<file path="config.mk">
export PLATFORM = sky130hd
export DESIGN_NAME = mempool_dma_req_arbiter
export DESIGN_NICKNAME = d
export VERILOG_FILES = /design/src/rtl/mempool_pkg.sv /design/src/rtl/mempool_dma_req_arbiter_id_fifo.sv /design/src/rtl/mempool_dma_req_arbiter.sv
export SDC_FILE = /design/constraint.sdc
export NUM_CORES = 1
export LEC_CHECK = 0
export BUFFER_PORTS_ARGS = -buffer_cell sky130_fd_sc_hd__clkbuf_2
export CAP_MARGIN = 25
export CORE_AREA = 2 2 218 220
export CTS_CLUSTER_DIAMETER = 150
export CTS_CLUSTER_SIZE = 20
export DETAILED_ROUTE_END_ITERATION = 6
export DIE_AREA = 0 0 220 222
export GPL_TIMING_DRIVEN = 0
export PLACE_DENSITY_LB_ADDON = 0.08
export SYNTH_ARGS = -nofsm -noshare
export SYNTH_HDL_FRONTEND = slang
export SYNTH_SLANG_ARGS = --single-unit
</file>
<file path="constraint.sdc">
create_clock -name clk_i -period 7.55 [get_ports clk_i]
set_input_delay 0.3775 -clock clk_i [delete_from_list [all_inputs] [get_ports clk_i]]
set_output_delay 0.3775 -clock clk_i [all_outputs]
set_load 0.1 [all_outputs]
</file>
<file path="src/rtl/mempool_pkg.sv">
// Shared MemPool cluster types; the DMA burst request travels from the frontends
// through the arbiter to the cluster DMA request port.
package mempool_pkg;

  localparam int unsigned DmaAddrWidth = 32;

  typedef struct packed {
    logic [DmaAddrWidth-1:0] src;
    logic [DmaAddrWidth-1:0] dst;
    logic [DmaAddrWidth-1:0] num_bytes;
  } dma_req_t;

endpackage

</file>
<file path="src/rtl/mempool_dma_req_arbiter_id_fifo.sv">
// Outstanding-transfer ID FIFO: remembers, in issue order, which requester owns
// each in-flight DMA transfer so completions can be routed back.
module mempool_dma_req_arbiter_id_fifo #(
  parameter int unsigned Depth = 8,
  parameter int unsigned Width = 2,
  localparam int unsigned AddrW = $clog2(Depth)
) (
  input  logic             clk_i,
  input  logic             rst_i,
  input  logic             push_i,
  input  logic [Width-1:0] data_i,
  input  logic             pop_i,
  output logic [Width-1:0] data_o,
  output logic             empty_o,
  output logic [AddrW:0]   usage_o
);

  logic [Width-1:0] mem [Depth];
  logic [AddrW-1:0] wr_ptr;
  logic [AddrW-1:0] rd_ptr;
  logic [AddrW:0]   usage;

  // NOTE: storage is not reset; usage and the pointers define which entries are
  // valid, and the head is only consumed while the FIFO is non-empty.
  always_ff @(posedge clk_i) begin
    if (push_i) mem[wr_ptr] <= data_i;
  end

  always_ff @(posedge clk_i) begin
    if (rst_i) begin
      wr_ptr <= '0;
      rd_ptr <= '0;
      usage  <= '0;
    end else begin
      if (push_i) wr_ptr <= wr_ptr + AddrW'(1);
      if (pop_i)  rd_ptr <= rd_ptr + AddrW'(1);
      case ({push_i, pop_i})
        2'b10:   usage <= usage + (AddrW+1)'(1);
        2'b01:   usage <= usage - (AddrW+1)'(1);
        default: usage <= usage;
      endcase
    end
  end

  assign data_o  = mem[rd_ptr];
  assign empty_o = (usage == '0);
  assign usage_o = usage;

endmodule

</file>
<file path="src/rtl/mempool_dma_req_arbiter.sv">
// Round-robin arbiter sharing the cluster DMA request port between NumReq frontends,
// with grant lock until accepted and per-requester completion routing.
module mempool_dma_req_arbiter
  import mempool_pkg::*;
#(
  parameter int unsigned NumReq         = 4,
  parameter int unsigned MaxOutstanding = 8,
  parameter int unsigned CntWidth       = 8
) (
  input  logic                             clk_i,
  input  logic                             rst_i,
  input  dma_req_t [NumReq-1:0]            req_i,
  input  logic [NumReq-1:0]                req_valid_i,
  output logic [NumReq-1:0]                req_ready_o,
  output dma_req_t                         dma_req_o,
  output logic                             dma_req_valid_o,
  input  logic                             dma_req_ready_i,
  input  logic                             trans_complete_i,
  output logic [NumReq-1:0]                done_o,
  output logic [NumReq-1:0][CntWidth-1:0]  issued_cnt_o,
  output logic [NumReq-1:0][CntWidth-1:0]  done_cnt_o,
  output logic [NumReq-1:0]                busy_o,
  output logic                             full_o,
  output logic                             err_o
);

  localparam int unsigned IdxW = $clog2(NumReq);
  localparam int unsigned OccW = $clog2(MaxOutstanding) + 1;

  typedef enum logic {IDLE, LOCKED} state_e;

  state_e                          state_q, state_d;
  logic [IdxW-1:0]                 rr_q, gnt_q, pick;
  dma_req_t                        payload_q;
  logic [NumReq-1:0][CntWidth-1:0] issued_q, done_q;
  logic                            err_q;
  logic                            grant, handshake, pop, fifo_empty;
  logic [IdxW-1:0]                 head;
  logic [OccW-1:0]                 usage;

  // First valid requester at or after ptr, wrapping around.
  function automatic logic [IdxW-1:0] rr_pick(input logic [NumReq-1:0] valid,
                                              input logic [IdxW-1:0]   ptr);
    logic [IdxW-1:0] sel;
    logic            found;
    sel   = '0;
    found = 1'b0;
    for (int i = 0; i < int'(NumReq); i++) begin
      if (!found && valid[i] && i >= int'(ptr)) begin
        found = 1'b1;
        sel   = IdxW'(i);
      end
    end
    for (int i = 0; i < int'(NumReq); i++) begin
      if (!found && valid[i]) begin
        found = 1'b1;
        sel   = IdxW'(i);
      end
    end
    return sel;
  endfunction

  assign pick   = rr_pick(req_valid_i, rr_q);
  assign full_o = (usage == OccW'(MaxOutstanding));
  assign pop    = trans_complete_i && !fifo_empty;

  // NOTE: every output of this block gets a default first, so no path leaves a
  // signal unassigned and no latch is inferred.
  always_comb begin
    state_d         = state_q;
    grant           = 1'b0;
    handshake       = 1'b0;
    req_ready_o     = '0;
    dma_req_valid_o = 1'b0;
    case (state_q)
      IDLE: begin
        if (|req_valid_i && !full_o) begin
          grant   = 1'b1;
          state_d = LOCKED;
        end
      end
      LOCKED: begin
        dma_req_valid_o = 1'b1;
        if (dma_req_ready_i) begin
          handshake          = 1'b1;
          req_ready_o[gnt_q] = 1'b1;
          state_d            = IDLE;
        end
      end
      default: state_d = IDLE;
    endcase
  end

  always_ff @(posedge clk_i) begin
    if (rst_i) state_q <= IDLE;
    else       state_q <= state_d;
  end

  always_ff @(posedge clk_i) begin
    if (rst_i) begin
      rr_q      <= '0;
      gnt_q     <= '0;
      payload_q <= '0;
      issued_q  <= '0;
      done_q    <= '0;
      err_q     <= 1'b0;
    end else begin
      if (grant) begin
        gnt_q     <= pick;
        payload_q <= req_i[pick];
      end
      if (handshake) begin
        issued_q[gnt_q] <= issued_q[gnt_q] + CntWidth'(1);
        rr_q            <= (gnt_q == IdxW'(NumReq - 1)) ? '0 : gnt_q + IdxW'(1);
      end
      if (pop) done_q[head] <= done_q[head] + CntWidth'(1);
      if (trans_complete_i && fifo_empty) err_q <= 1'b1;
    end
  end

  mempool_dma_req_arbiter_id_fifo #(
    .Depth (MaxOutstanding),
    .Width (IdxW)
  ) i_id_fifo (
    .clk_i   (clk_i),
    .rst_i   (rst_i),
    .push_i  (handshake),
    .data_i  (gnt_q),
    .pop_i   (pop),
    .data_o  (head),
    .empty_o (fifo_empty),
    .usage_o (usage)
  );

  always_comb begin
    done_o = '0;
    if (pop) done_o[head] = 1'b1;
  end

  always_comb begin
    busy_o = '0;
    for (int i = 0; i < int'(NumReq); i++) busy_o[i] = (issued_q[i] != done_q[i]);
  end

  assign dma_req_o    = payload_q;
  assign issued_cnt_o = issued_q;
  assign done_cnt_o   = done_q;
  assign err_o        = err_q;

endmodule

</file>
==> metrics.md <==
| Metric | Value |
|---|---|
| Status | `finished, final reports clean` |
| Final ANT Viol Nets | `0` |
| EDFF count, synth | `16` |
| IO Pins | `567` |
| Most frequent cell after synthesis | `nand2_1` |
| Post-synth top cells | `nand2_1 (308), dfxtp_1 (179), a21oi_1 (111)` |
| Slowest stage cell, crit path | `mux2i_1` |
| Setup TNS | `0 ns` |
| Critical path cell sequence | `mux4_1 -> mux2i_1 -> buf_2 -> nand2_1 -> nor2_1 -> clkbuf_1 -> clkbuf_2` |
| Worst Path Required | `7.17 ns` |
| Unrepaired setup endpoints after global routing | `false` |
| Measured slew at the worst slew-check pin | `0.879 ns` |
| Core Footprint | `46300 um2` |
| GP Congestion | `0.936` |
| Initial antenna violation count | `21` |
| CP Data Arrival Time | `4.35 ns` |
| Post-CTS Hold Buffers | `0` |
| Fin cells | `2455` |
| Total number of H-tree levels | `4` |
| Global-route wire length before repair | `82400 um` |
| Grt total ovfl | `0` |
| DRT iter0 DRCs | `637` |
| Crit-path max cell delay | `0.71 ns` |
| Max Transition Viols Final | `0` |
| Area growth syn-to-layout | `41.0%` |
| Buf+Inv Stages, Crit Path | `3` |
| Critical path startpoint category | `flop` |
| Yosys reg bits | `195` |
| P_leak | `6.42 nW` |
| Die X | `220 um` |
| Unique masters post-synth | `44` |
| Via count | `11.9k` |
| I/O Buffers | `565` |
| Maximum fanout along the worst path | `10` |
| Final Hold Viols | `0` |
| Drt pass-1 iters | `6` |
| Mean Syn Cell Area | `8.26 um2` |
| CTS buffer count | `17` |
| Maximum clock frequency | `211 MHz` |
| Pin count of the biggest net entering global routing | `17` |
| Site row count | `79` |
| Die area | `48800 um2` |
| Post-layout nets | `2228` |
| Die H | `222 um` |
| Yosys top cell area share | `0.351` |
| TritonCTS clock tree | `built` |
| Minimum clock period | `4.73 ns` |
| DP Worst Slack | `3.34 ns` |
| CP top delay family | `buffers and inverters` |
| Inst Count DP | `2411` |
| Syn Inst Count | `1235` |
| Post-synth top area cell | `dfxtp_1` |
| Setup Fix Bufs, Post-CTS | `0` |
| Seq/Total Area, Yosys | `0.398` |
| Post-Syn Nets | `1639` |
| WS Path Type | `reg -> out` |
| Average wire per standard cell | `23.7 um` |
| Max_cap viols | `0` |
| Netlist Area Pre-Place | `10200 um2` |
| Initial core utilization | `0.221` |
| Clock Skew | `0.0108 ns` |
| YS warnings | `0` |
| Asr flop ratio synth | `0` |
| Worst hold-check path type | `in -> reg` |
| Period utilisation layout | `0.626` |
| CTS sink cnt | `195` |
| DRC | `0` |
| Root Driver | `clkbuf_16` |
| Worst-path clk slew | `0.07 ns` |
| Element type at the critical path end | `primary output` |
| Max Buffers Root-to-Sink | `2` |
| Post-CTS Resized | `0` |
| Worst-Skew Late Latency | `0.46 ns` |
| Endpoints failing setup | `0` |
| Routed vias/inst | `4.83` |
| Post-DP HPWL | `48000 um` |
| Pwr Density | `315 nW/um2` |
| Rel. slew slack | `0.397` |
| Layout cells sized above 1 | `0.336` |
| Peak VDD IR | `0.179 mV` |
| Final Worst Setup Slack | `2.82 ns` |
| Vias in the first global route | `12.0k` |
| Total wire length | `58300 um` |
| Total Routing Usage GR | `0.234` |
| Top_reg_cell synth | `dfxtp_1` |
| Top cells by area, synth | `dfxtp_1 (35%), nand2_1 (11%), a311o_1 (9.4%), o22ai_1 (6.0%), a21oi_1 (5.4%)` |
## cells by family (layout without fill, tap and decap cells)
group                    Yosys count  in the layout  synth area share
AO/OA/AOI/OAI                    362            362             0.251
XOR/XNOR                          47             47            0.0403
adder cells (fa/ha/maj)           12             12            0.0155
buffers and inverters            121            723            0.0480
flip-flops                       195            195             0.398
multiplexers                      57             57            0.0738
other                              0             11                 0
AND/OR/NAND/NOR                  441            441             0.173
## per-stage QoR
stage	hold slack, ns	power, mW	instance area [um2]	utilization
after floorplan	0.462	3.09	10200	-
after global placement	0.442	3.70	13800	0.298
after detailed placement	0.446	3.71	13800	0.299
after CTS	0.123	4.59	14400	0.310
after global routing	0.190	4.74	14400	0.311
final	0.163	4.54	14400	0.311
## path summary, 6_finish.rpt
kind | start | endpoint | slack (ns) | depth (start not counted)
hold reg to reg | dma_req_o[0] | dma_req_o[0] | 0.45 | 2
setup reg to reg | rr_q[1] | dma_req_o[76] | 3.72 | 10
setup / recovery | flop | done_o[1] | 2.82 | 7
hold / removal | trans_complete_i | err_o | 0.16 | 3
## cell type report
| cell class | instances | area, um2 |
|---|---|---|
| flip-flops and latches | 195 | 4060 |
| plain buffers | 114 | 463 |
| diodes | 11 | 27.5 |
| fillers | 5168 | 31900 |
| clock buffers | 21 | 442 |
| multi-input cells | 919 | 5650 |
| repair buffers | 570 | 2880 |
| inverters | 7 | 26.3 |
| clock inverters | 11 | 78.8 |
| well taps | 607 | 759 |
## where the power goes
part           switching [mW]  internal, mW  total, mW
Sequential              0.128          1.19       1.32
Clock                   0.434         0.425      0.859
Combinational            1.83         0.531       2.36
## sequential cells by signal, summed over array words and instances (netlist names), named ones only
name	count
dma_req_o	96
done_cnt_o	32
issued_cnt_o	32
i_id_fifo.mem	16
i_id_fifo.usage_o	4
i_id_fifo.rd_ptr	3
i_id_fifo.wr_ptr	3
gnt_q	2
rr_q	2
err_o	1
state_q	1
## placed cells by master, fill, tap and decap left out, types with 11 or more instances in the layout
cell type  Yosys  layout
a21oi_1      111     111
dfxtp_1      179     179
a311oi_1      11      11
clkbuf_2       0     566
diode_2        0      11
a311o_1       96      96
ha_1          11      11
nand2_1      308     308
nor2_1        93      93
mux2i_1       42      42
a211oi_1      36      36
edfxtp_1      16      16
clkbuf_16      0      17
o22ai_1       98      98
clkbuf_1     101     104
xor2_1        41      41
## metal layers
metal | vias to the layer above | share of wire | global-route usage
li1 | 5703 | - | -
met1 | 5626 | 0.42 | 0.286
met2 | 429 | 0.49 | 0.384
met3 | 81 | 0.073 | 0.0719
met4 | 12 | 0.025 | 0.0877
met5 | - | 0.0014 | 0
## worst min-delay path, delay by kind of cell
family	cells	cell delay, ns
AO/OA/AOI/OAI	1	0.05
buffers and inverters	1	0.09
AND/OR/NAND/NOR	1	0.07
Power figures use the tool's default switching activity.
